File: config.mk
export PLATFORM = sky130hd
export DESIGN_NAME = demux_lane_packer
export DESIGN_NICKNAME = d
export VERILOG_FILES = /design/src/rtl/demux_lane_packer_pkg.sv /design/src/rtl/demux_1n.sv /design/src/rtl/demux_lane_packer.sv
export SDC_FILE = /design/constraint.sdc
export NUM_CORES = 1
export LEC_CHECK = 0
export CELL_PAD_IN_SITES_DETAIL_PLACEMENT = 0
export CELL_PAD_IN_SITES_GLOBAL_PLACEMENT = 1
export CORE_MARGIN = 4
export CORE_UTILIZATION = 30
export DETAILED_ROUTE_END_ITERATION = 8
export PLACE_DENSITY_LB_ADDON = 0.1
export SETUP_SLACK_MARGIN = 0.1
export SLEW_MARGIN = 0
export SYNTH_ARGS = -nofsm -noshare
export SYNTH_HDL_FRONTEND = slang
export SYNTH_SLANG_ARGS = --single-unit
export TNS_END_PERCENT = 100
File: constraint.sdc
create_clock -name inClock -period 4.7 [get_ports inClock]
set_input_delay 0.47 -clock inClock [delete_from_list [all_inputs] [get_ports inClock]]
set_output_delay 0.47 -clock inClock [all_outputs]
set_load 0.01 [all_outputs]
File: src/rtl/demux_lane_packer_pkg.sv
// Shared types and default widths for the demux/lane-packer and downstream mapper stages.
package zb_demux_pkg;

    typedef enum logic {
        MODE_ADDR = 1'b0,
        MODE_SEQ  = 1'b1
    } demux_mode_t;

    localparam int DEMUX_DATA_W = 4;
    localparam int DEMUX_N_CH   = 4;

endpackage

File: src/rtl/demux_1n.sv
// Combinational slot-select decoder: one-hot write enables plus an out-of-range flag.
module demux_1n
    import zb_demux_pkg::*;
#(
    parameter int N_CH  = DEMUX_N_CH,
    parameter int SEL_W = $clog2(N_CH)
) (
    input  logic [SEL_W-1:0] sel_i,
    input  logic             en_i,
    output logic [N_CH-1:0]  onehot_o,
    output logic             outOfRange_o
);

    // An out-of-range select produces no enable at all, so nothing gets written.
    always_comb begin
        onehot_o     = '0;
        outOfRange_o = (int'(sel_i) >= N_CH);
        for (int k = 0; k < N_CH; k++) begin
            if (en_i && (int'(sel_i) == k)) begin
                onehot_o[k] = 1'b1;
            end
        end
    end

endmodule

File: src/rtl/demux_lane_packer.sv
// Registered 1:N lane packer: fills N_CH slots from a word stream, emits packed frames with
// valid/ready backpressure through a single output buffer.
module demux_lane_packer
    import zb_demux_pkg::*;
#(
    parameter int DATA_W = DEMUX_DATA_W,
    parameter int N_CH   = DEMUX_N_CH,
    parameter int SEL_W  = $clog2(N_CH)
) (
    input  logic                     inClock,
    input  logic                     inReset,
    input  logic [DATA_W-1:0]        inData,
    input  logic                     inValid,
    output logic                     inReady,
    input  logic [SEL_W-1:0]         inSel,
    input  logic                     inMode,
    input  logic                     inFlush,
    output logic [DATA_W*N_CH-1:0]   outData,
    output logic [N_CH-1:0]          outMask,
    output logic                     outValid,
    input  logic                     outReady,
    output logic                     outErr
);

    localparam logic [SEL_W-1:0] LAST_SLOT = SEL_W'(N_CH - 1);

    demux_mode_t             modeNow, mode_q;
    logic [DATA_W-1:0]       acc_q [N_CH];
    logic [DATA_W-1:0]       acc_d [N_CH];
    logic [DATA_W-1:0]       accNext [N_CH];
    logic [N_CH-1:0]         fill_q, fill_d, fillBase, fillNext;
    logic [SEL_W-1:0]        wptr_q, wptr_d, wptrBase, wptrNext, slotSel;
    logic [N_CH-1:0]         wrEn;
    logic                    selOor, accept, discard, complete, flushGo, emit;
    logic [DATA_W*N_CH-1:0]  frameData, outData_q, outData_d;
    logic [N_CH-1:0]         frameMask, outMask_q, outMask_d;
    logic                    outValid_q, outValid_d, err_q, err_d;

    // A mode switch with a partial frame pending throws that frame away before this cycle's word.
    always_comb begin
        modeNow  = demux_mode_t'(inMode);
        inReady  = !inReset && (!outValid_q || outReady);
        accept   = inValid && inReady;
        discard  = (modeNow != mode_q) && (fill_q != '0);
        fillBase = discard ? '0 : fill_q;
        wptrBase = discard ? '0 : wptr_q;
        slotSel  = (modeNow == MODE_SEQ) ? wptrBase : inSel;
    end

    demux_1n #(
        .N_CH  (N_CH),
        .SEL_W (SEL_W)
    ) u_demux (
        .sel_i        (slotSel),
        .en_i         (accept),
        .onehot_o     (wrEn),
        .outOfRange_o (selOor)
    );

    always_comb begin
        fillNext = fillBase | wrEn;
        for (int k = 0; k < N_CH; k++) begin
            accNext[k] = wrEn[k] ? inData : (discard ? '0 : acc_q[k]);
        end
        complete = (wrEn != '0) && (&fillNext);
        flushGo  = inFlush && inReady && (fillNext != '0);
        emit     = complete || flushGo;
        err_d    = accept && (modeNow == MODE_ADDR) && selOor;

        wptrNext = wptrBase;
        if ((modeNow == MODE_SEQ) && (wrEn != '0)) begin
            wptrNext = (wptrBase == LAST_SLOT) ? '0 : wptrBase + SEL_W'(1);
        end

        // Slot 0 lands in the MSBs; unfilled slots read as zero.
        frameData = '0;
        frameMask = '0;
        for (int k = 0; k < N_CH; k++) begin
            frameData[(N_CH-1-k)*DATA_W +: DATA_W] = fillNext[k] ? accNext[k] : '0;
            frameMask[N_CH-1-k]                     = fillNext[k];
        end

        outValid_d = outValid_q && !outReady;
        outData_d  = outData_q;
        outMask_d  = outMask_q;
        fill_d     = fillNext;
        wptr_d     = wptrNext;
        acc_d      = accNext;
        if (emit) begin
            outValid_d = 1'b1;
            outData_d  = frameData;
            outMask_d  = frameMask;
            fill_d     = '0;
            wptr_d     = '0;
            acc_d      = '{default: '0};
        end
    end

    always_ff @(posedge inClock) begin
        if (inReset) begin
            mode_q     <= MODE_ADDR;
            acc_q      <= '{default: '0};
            fill_q     <= '0;
            wptr_q     <= '0;
            outValid_q <= 1'b0;
            outData_q  <= '0;
            outMask_q  <= '0;
            err_q      <= 1'b0;
        end else begin
            mode_q     <= modeNow;
            acc_q      <= acc_d;
            fill_q     <= fill_d;
            wptr_q     <= wptr_d;
            outValid_q <= outValid_d;
            outData_q  <= outData_d;
            outMask_q  <= outMask_d;
            err_q      <= err_d;
        end
    end

    assign outData  = outData_q;
    assign outMask  = outMask_q;
    assign outValid = outValid_q;
    assign outErr   = err_q;

endmodule
[Yosys cells after proc, flatten, opt, wreduce, memory -nomap -nowiden]
Index checks and enable logic that the tools add are counted.
Storage, ports and cells
  register bits after elaboration: 44
  bits of input ports: 12
  output and inout bits: 23
  word-level logic and storage cells: 62
Cells by class
  $add $sub $neg: 1
  eq/ne operators: 5
  muxes and demuxes: 22
  bitwise operators: 1
  reductions and logical operators: 23
Operator list (number)
  $mux 4: 13
  $logic_and 1x1->1: 12
  $reduce_bool 4->1: 3
  $mux 2: 4
  $eq 2x2->1 const B: 3
  $mux 1: 5
  $or 4x4->4: 1
  $reduce_and 4->1: 1
  $logic_not 1->1: 3
  $add 2x1->2 const B: 1
  $eq 2x1->1 const B: 1
  $logic_not 2->1: 1
  $logic_or 1x1->1: 2
  $reduce_or 2->1: 1
  $ne 1x1->1: 1

[Longest topological paths before layout]
  word-level depth: 12
  mapped depth: 8

[Hierarchy]
A second synthesis with hierarchy kept.
Unflattened totals
  cell total of the unflattened synthesis: 229
  area total of the unflattened synthesis: 1973.1 um2
By module, submodules not included
  demux_lane_packer: instances 1, cells each 223, area an instance 1924.3 um2, seq. area each 900.9 um2
  demux_1n: instances 1, cells each 6, area an instance 48.8 um2, seq. area each 0.0 um2

[Worst setup path after synthesis]
No wires, ideal clock.
  path kind: input to register
  start: in inReset
  end: reg outData_q[15] (netlist: outData[15])
  arrival time: 1.960 ns
  required time: 4.576 ns
  slack: 2.617 ns
  stages: 8
  cells stage by stage: clkbuf_1 and2b_1 o2111ai_4 o21ai_4 a41oi_2 buf_6 buf_6 mux2i_1
Between the ends
  longest elaborated chain between the ends: 9
  elaborated cells between the ends (all ways): 21
  classes of those cells: mux (6); bitwise (1); reduce/logical (14)
RTL lines
  start, declared: RTL line demux_lane_packer.sv:11  | input logic inReset,
  $logic_not 1->1: RTL line demux_lane_packer.sv:42  | inReady = !inReset && (!outValid_q || outReady);
  $logic_and 1x1->1: RTL line demux_lane_packer.sv:42
  $logic_and 1x1->1: RTL line demux_lane_packer.sv:43  | accept = inValid && inReady;
  $logic_and 1x1->1: RTL line demux_1n.sv:19  | if (en_i && (int'(sel_i) == k)) begin
  $mux 1: RTL line demux_1n.sv:19
  $or 4x4->4: RTL line demux_lane_packer.sv:61  | fillNext = fillBase | wrEn;
  $reduce_and 4->1 / $reduce_bool 4->1 (equally long branches): RTL line demux_lane_packer.sv:65, demux_lane_packer.sv:66
  $logic_and 1x1->1, on equally long branches: RTL line demux_lane_packer.sv:65, demux_lane_packer.sv:66
  $logic_or 1x1->1: RTL line demux_lane_packer.sv:67  | emit = complete || flushGo;
  end signal, assigned: RTL line demux_lane_packer.sv:115  | outData_q <= outData_d;
  end, declared: RTL line demux_lane_packer.sv:35  | logic [DATA_W*N_CH-1:0] frameData, outData_q, outData_d;
Parallel ways exist; a longest one is shown, timed or not.
A chain may end at the register's enable or synchronous reset.

[Worst setup path after layout]
  start: in inMode
  end: reg fill_q[0]
Between the ends
  longest elaborated chain between the ends: 12
  elaborated cells between the ends (all ways): 25
  classes of those cells: eq/ne (4); mux (7); bitwise (1); reduce/logical (13)
RTL lines
  start, declared: RTL line demux_lane_packer.sv:16  | input logic inMode,
  $ne 1x1->1: RTL line demux_lane_packer.sv:44  | discard = (modeNow != mode_q) && (fill_q != '0);
  $logic_and 1x1->1: RTL line demux_lane_packer.sv:44
  $mux 2: RTL line demux_lane_packer.sv:46  | wptrBase = discard ? '0 : wptr_q;
  $mux 2: RTL line demux_lane_packer.sv:47  | slotSel = (modeNow == MODE_SEQ) ? wptrBase : inSel;
  $eq 2x2->1, or another cell as far along: RTL line demux_1n.sv:19
  $logic_and 1x1->1: RTL line demux_1n.sv:19
  $mux 1: RTL line demux_1n.sv:19
  $or 4x4->4: RTL line demux_lane_packer.sv:61
  $reduce_and 4->1 / $reduce_bool 4->1 (equally long branches): RTL line demux_lane_packer.sv:65, demux_lane_packer.sv:66
  $logic_and 1x1->1, on equally long branches: RTL line demux_lane_packer.sv:65, demux_lane_packer.sv:66
  $logic_or 1x1->1: RTL line demux_lane_packer.sv:67
  $reduce_or 2->1 (no source line)
  end signal, assigned: RTL line demux_lane_packer.sv:112  | fill_q <= fill_d;
  end, declared: RTL line demux_lane_packer.sv:31  | logic [N_CH-1:0] fill_q, fill_d, fillBase, fillNext;
Parallel ways exist; a longest one is shown, timed or not.

==> results.md <==
* #FFs+latches synth at 44
* Setup Viol. Count Final at 0
* Highest cell delay on the worst timing path at 640 ps
* Critical Setup Path Class: in2reg
* Nets at 287
* Die area at 8950 um2
* Post-CTS resize count at 0
* Crit path max fanout at 36
* Drt drc at 0
* Cells after DPL at 367
* Fraction of layout cells with a size suffix above 1 at 8.00%
* Number of DRC markers in iteration 0 at 90
* Syn_nets at 262
* Clock Sink Count at 44
* Critical Path End Type: register
* Global routing usage summed across all routing layers at 14.4%
* Routed WL at 6060 um
* Required time at the worst-slack endpoint at 4890 ps
* Sequential fraction of the synthesis area at 39.2%
* Setup Slack @ Placement at 1490 ps
* Post-synthesis instance area at 2250 um2
* Number of standard cells after synthesis at 250
* Boundary Pins at 35
* Global-route wire length before repair at 10000 um
* Power density cells at 264 nW/um2
* Crit path top cell by count: sky130_fd_sc_hd__buf_4
* Unique masters post-synth at 46
* Average size of a mapped cell at 9.00 um2
* Most used flip-flop cell after synthesis: sky130_fd_sc_hd__dfxtp_1
* Pre-antenna DRT Iters at 4
* Clock tree from TritonCTS: yes
* Total of hold buffers inserted after clock tree synthesis at 0
* Static power due to leakage at 1.18 nW
* Unrepaired setup endpoints after global routing: false
* Min-Delay Path Class: reg2reg
* Via total after detailed routing at 1904
* Die Y at 94.6 um
* Clock skew after layout at 11.0 ps
* Main area contributors after synthesis: sky130_fd_sc_hd__dfxtp_1 (39%), sky130_fd_sc_hd__mux2i_1 (9.8%), sky130_fd_sc_hd__o211a_1 (7.6%)
* Pin count of the biggest net entering global routing at 41
* Count of max-cap constraint violations at 0
* Final core occ at 37.6%
* H-tree depth at 2
* CP startpoint kind: primary input
* Clock-pin slew of the registers on the worst-case setup and hold paths at 80 ps
* Critical-path cell list: clkdlybuf4s50_1 > xnor2_1 > buf_4 > a21oi_1 > nor2_1 > a41oi_4 > buf_4 > and3_1
* Sequential cell area at 881 um2
* CP arrival at 3060 ps
* Effective utilization at floorplan at 31.0%
* Fin cells at 374
* Post-CTS setup buffer count at 0
* Worst Tran Pin Value at 859 ps
* Clock latency at the later pin of the worst-skew pair at 300 ps
* Total grt overflow at 0
* Final RePlAce weighted congestion at 0.745
* Minimum clock period after layout at 2870 ps
* Post-synth EDFFs at 0
* Count of filler cells inserted in the layout at 780
* Buffer depth of the longest clock path at 2
* Average wire length per cell after detail routing at 16.2 um
* Worst slew margin relative to its limit at 42.1%
* Via count of the first global-routing pass at 1913
* Sum of internal, switching and leakage power at 0.721 mW
* Minimum hold slack at 464 ps
* Part of the cycle the worst path needs at 61.0%
* Cell type of the slowest stage on the worst timing path: sky130_fd_sc_hd__clkdlybuf4s50_1
* Maximum VDD drop at 0.0996 mV
* Area Overhead vs Synth at 21.3%
* Final standard cell area without fillers at 2730 um2
* Post-detailed-route via-to-cell ratio at 5.09
* Width of the die at 94.6 um
* Run status: complete, no violations
* Floorplan row count at 31
* Clock tree root buffer cell: sky130_fd_sc_hd__clkbuf_8
* Total half-perimeter wirelength after legalization and detailed placement at 4110 um
* Antenna violations before repair at 0
* Remaining number of nets flagged by the antenna check after routing at 0
* Number of port buffers at 33
* Synth area leader: sky130_fd_sc_hd__dfxtp_1
* Dpl cell area at 2650 um2
* Achievable Freq at 0.349 GHz
* Total of warnings raised by yosys at 0
* Area of the multi-input gates at 1260 um2
* Hold violation count in the final report at 0
* Share of Yosys cell area claimed by the top area cell type at 39.2%
* Std-Cell Core Area at 7250 um2
* Final count of pins violating max slew at 0
* N_diodes at 0
* Async set-reset flop share out of synthesis at 0%
* Sum of negative setup slack at 0 ps
* Final critical-path setup slack at 1830 ps
* Clock buffer count from CTS at 5
worst max-delay path, delay by kind of cell:
| kind | cells | cell delay, ps |
|---|---|---|
| buffers and inverters | 3 | 1290 |
| AND/OR/NAND/NOR | 2 | 600 |
| XOR/XNOR | 1 | 520 |
| AO/OA/AOI/OAI | 2 | 170 |
layout make-up:
cell class | count | area share [%]
clock buffer | 5 | 2.52
clock inverter | 2 | 0.459
inverter | 5 | 0.688
multi-input combinational | 182 | 46.3
sequential | 44 | 32.3
tap | 99 | 4.54
timing repair buffer | 37 | 13.2
registers in the layout, indices dropped and copies added, names as in the netlist:
| name | flops |
|---|---|
| wptr_q | 2 |
| acc_q | 16 |
| mode_q | 1 |
| outValid | 1 |
| fill_q | 4 |
| outMask | 4 |
| outData | 16 |
per-layer routing:
layer  track usage [%]  share of wire, %
met5                 0                 0
met4              4.21               1.5
met3              3.03               3.5
met2              22.2                45
met1              20.3                50
final timing paths:
check | startpoint | end | slack [ps] | cells past startpoint
worst max-delay path | inMode | fill_q[0] | 1830 | 8
worst max register to register | fill_q[3] | outData[6] | 1970 | 6
worst min-delay path | outData[14] | outData[14] | 460 | 2
worst min register to register | outData[14] | outData[14] | 460 | 2
logic make-up (layout without fill, tap and decap cells):
kind of cell	after synthesis	in the layout	share of synthesized area, %
other	1	1	0.167
flip-flops	44	44	39.2
buffers and inverters	24	49	5.17
AO/OA/AOI/OAI	89	89	28.5
XOR/XNOR	3	3	1.17
multiplexers	24	24	10.8
AND/OR/NAND/NOR	65	65	15.1
cells in the final DEF (no fill, tap or decap), drive strengths merged, types with 2 or more instances in the layout:
cell / n
dfxtp: 44
o21ai: 36
clkdlybuf4s50: 33
mux2i: 22
nand2: 22
a21oi: 20
o211a: 17
nor3: 13
and3: 8
inv: 5
clkbuf: 5
nor2: 4
buf: 4
nand2b: 3
nand3: 3
and2: 2
mux2: 2
xnor2: 2
or3: 2
o221a: 2
nor2b: 2
o211ai: 2
o221ai: 2
nor4: 2
report_power, final:
group / switching, mW / internal [mW] / leakage, nW
clock network: 0.135 / 0.101 / 0.0400
logic: 0.0646 / 0.0386 / 0.780
registers: 0.00413 / 0.379 / 0.356
total: 0.203 / 0.518 / 1.18
Yosys cell counts, drive strengths merged, types with 2 or more instances:
cell type	n
o211a	17
buf	6
or3	2
nand2b	3
clkbuf	13
dfxtp	44
nor2	4
and3	8
mux2i	22
o221a	2
nor4	2
a21oi	20
nor3	13
nor2b	2
nand2	22
nand3	3
o21ai	36
and2	2
o211ai	2
o221ai	2
xnor2	2
inv	5
mux2	2
No activity file was read; power rests on OpenSTA's default activity.
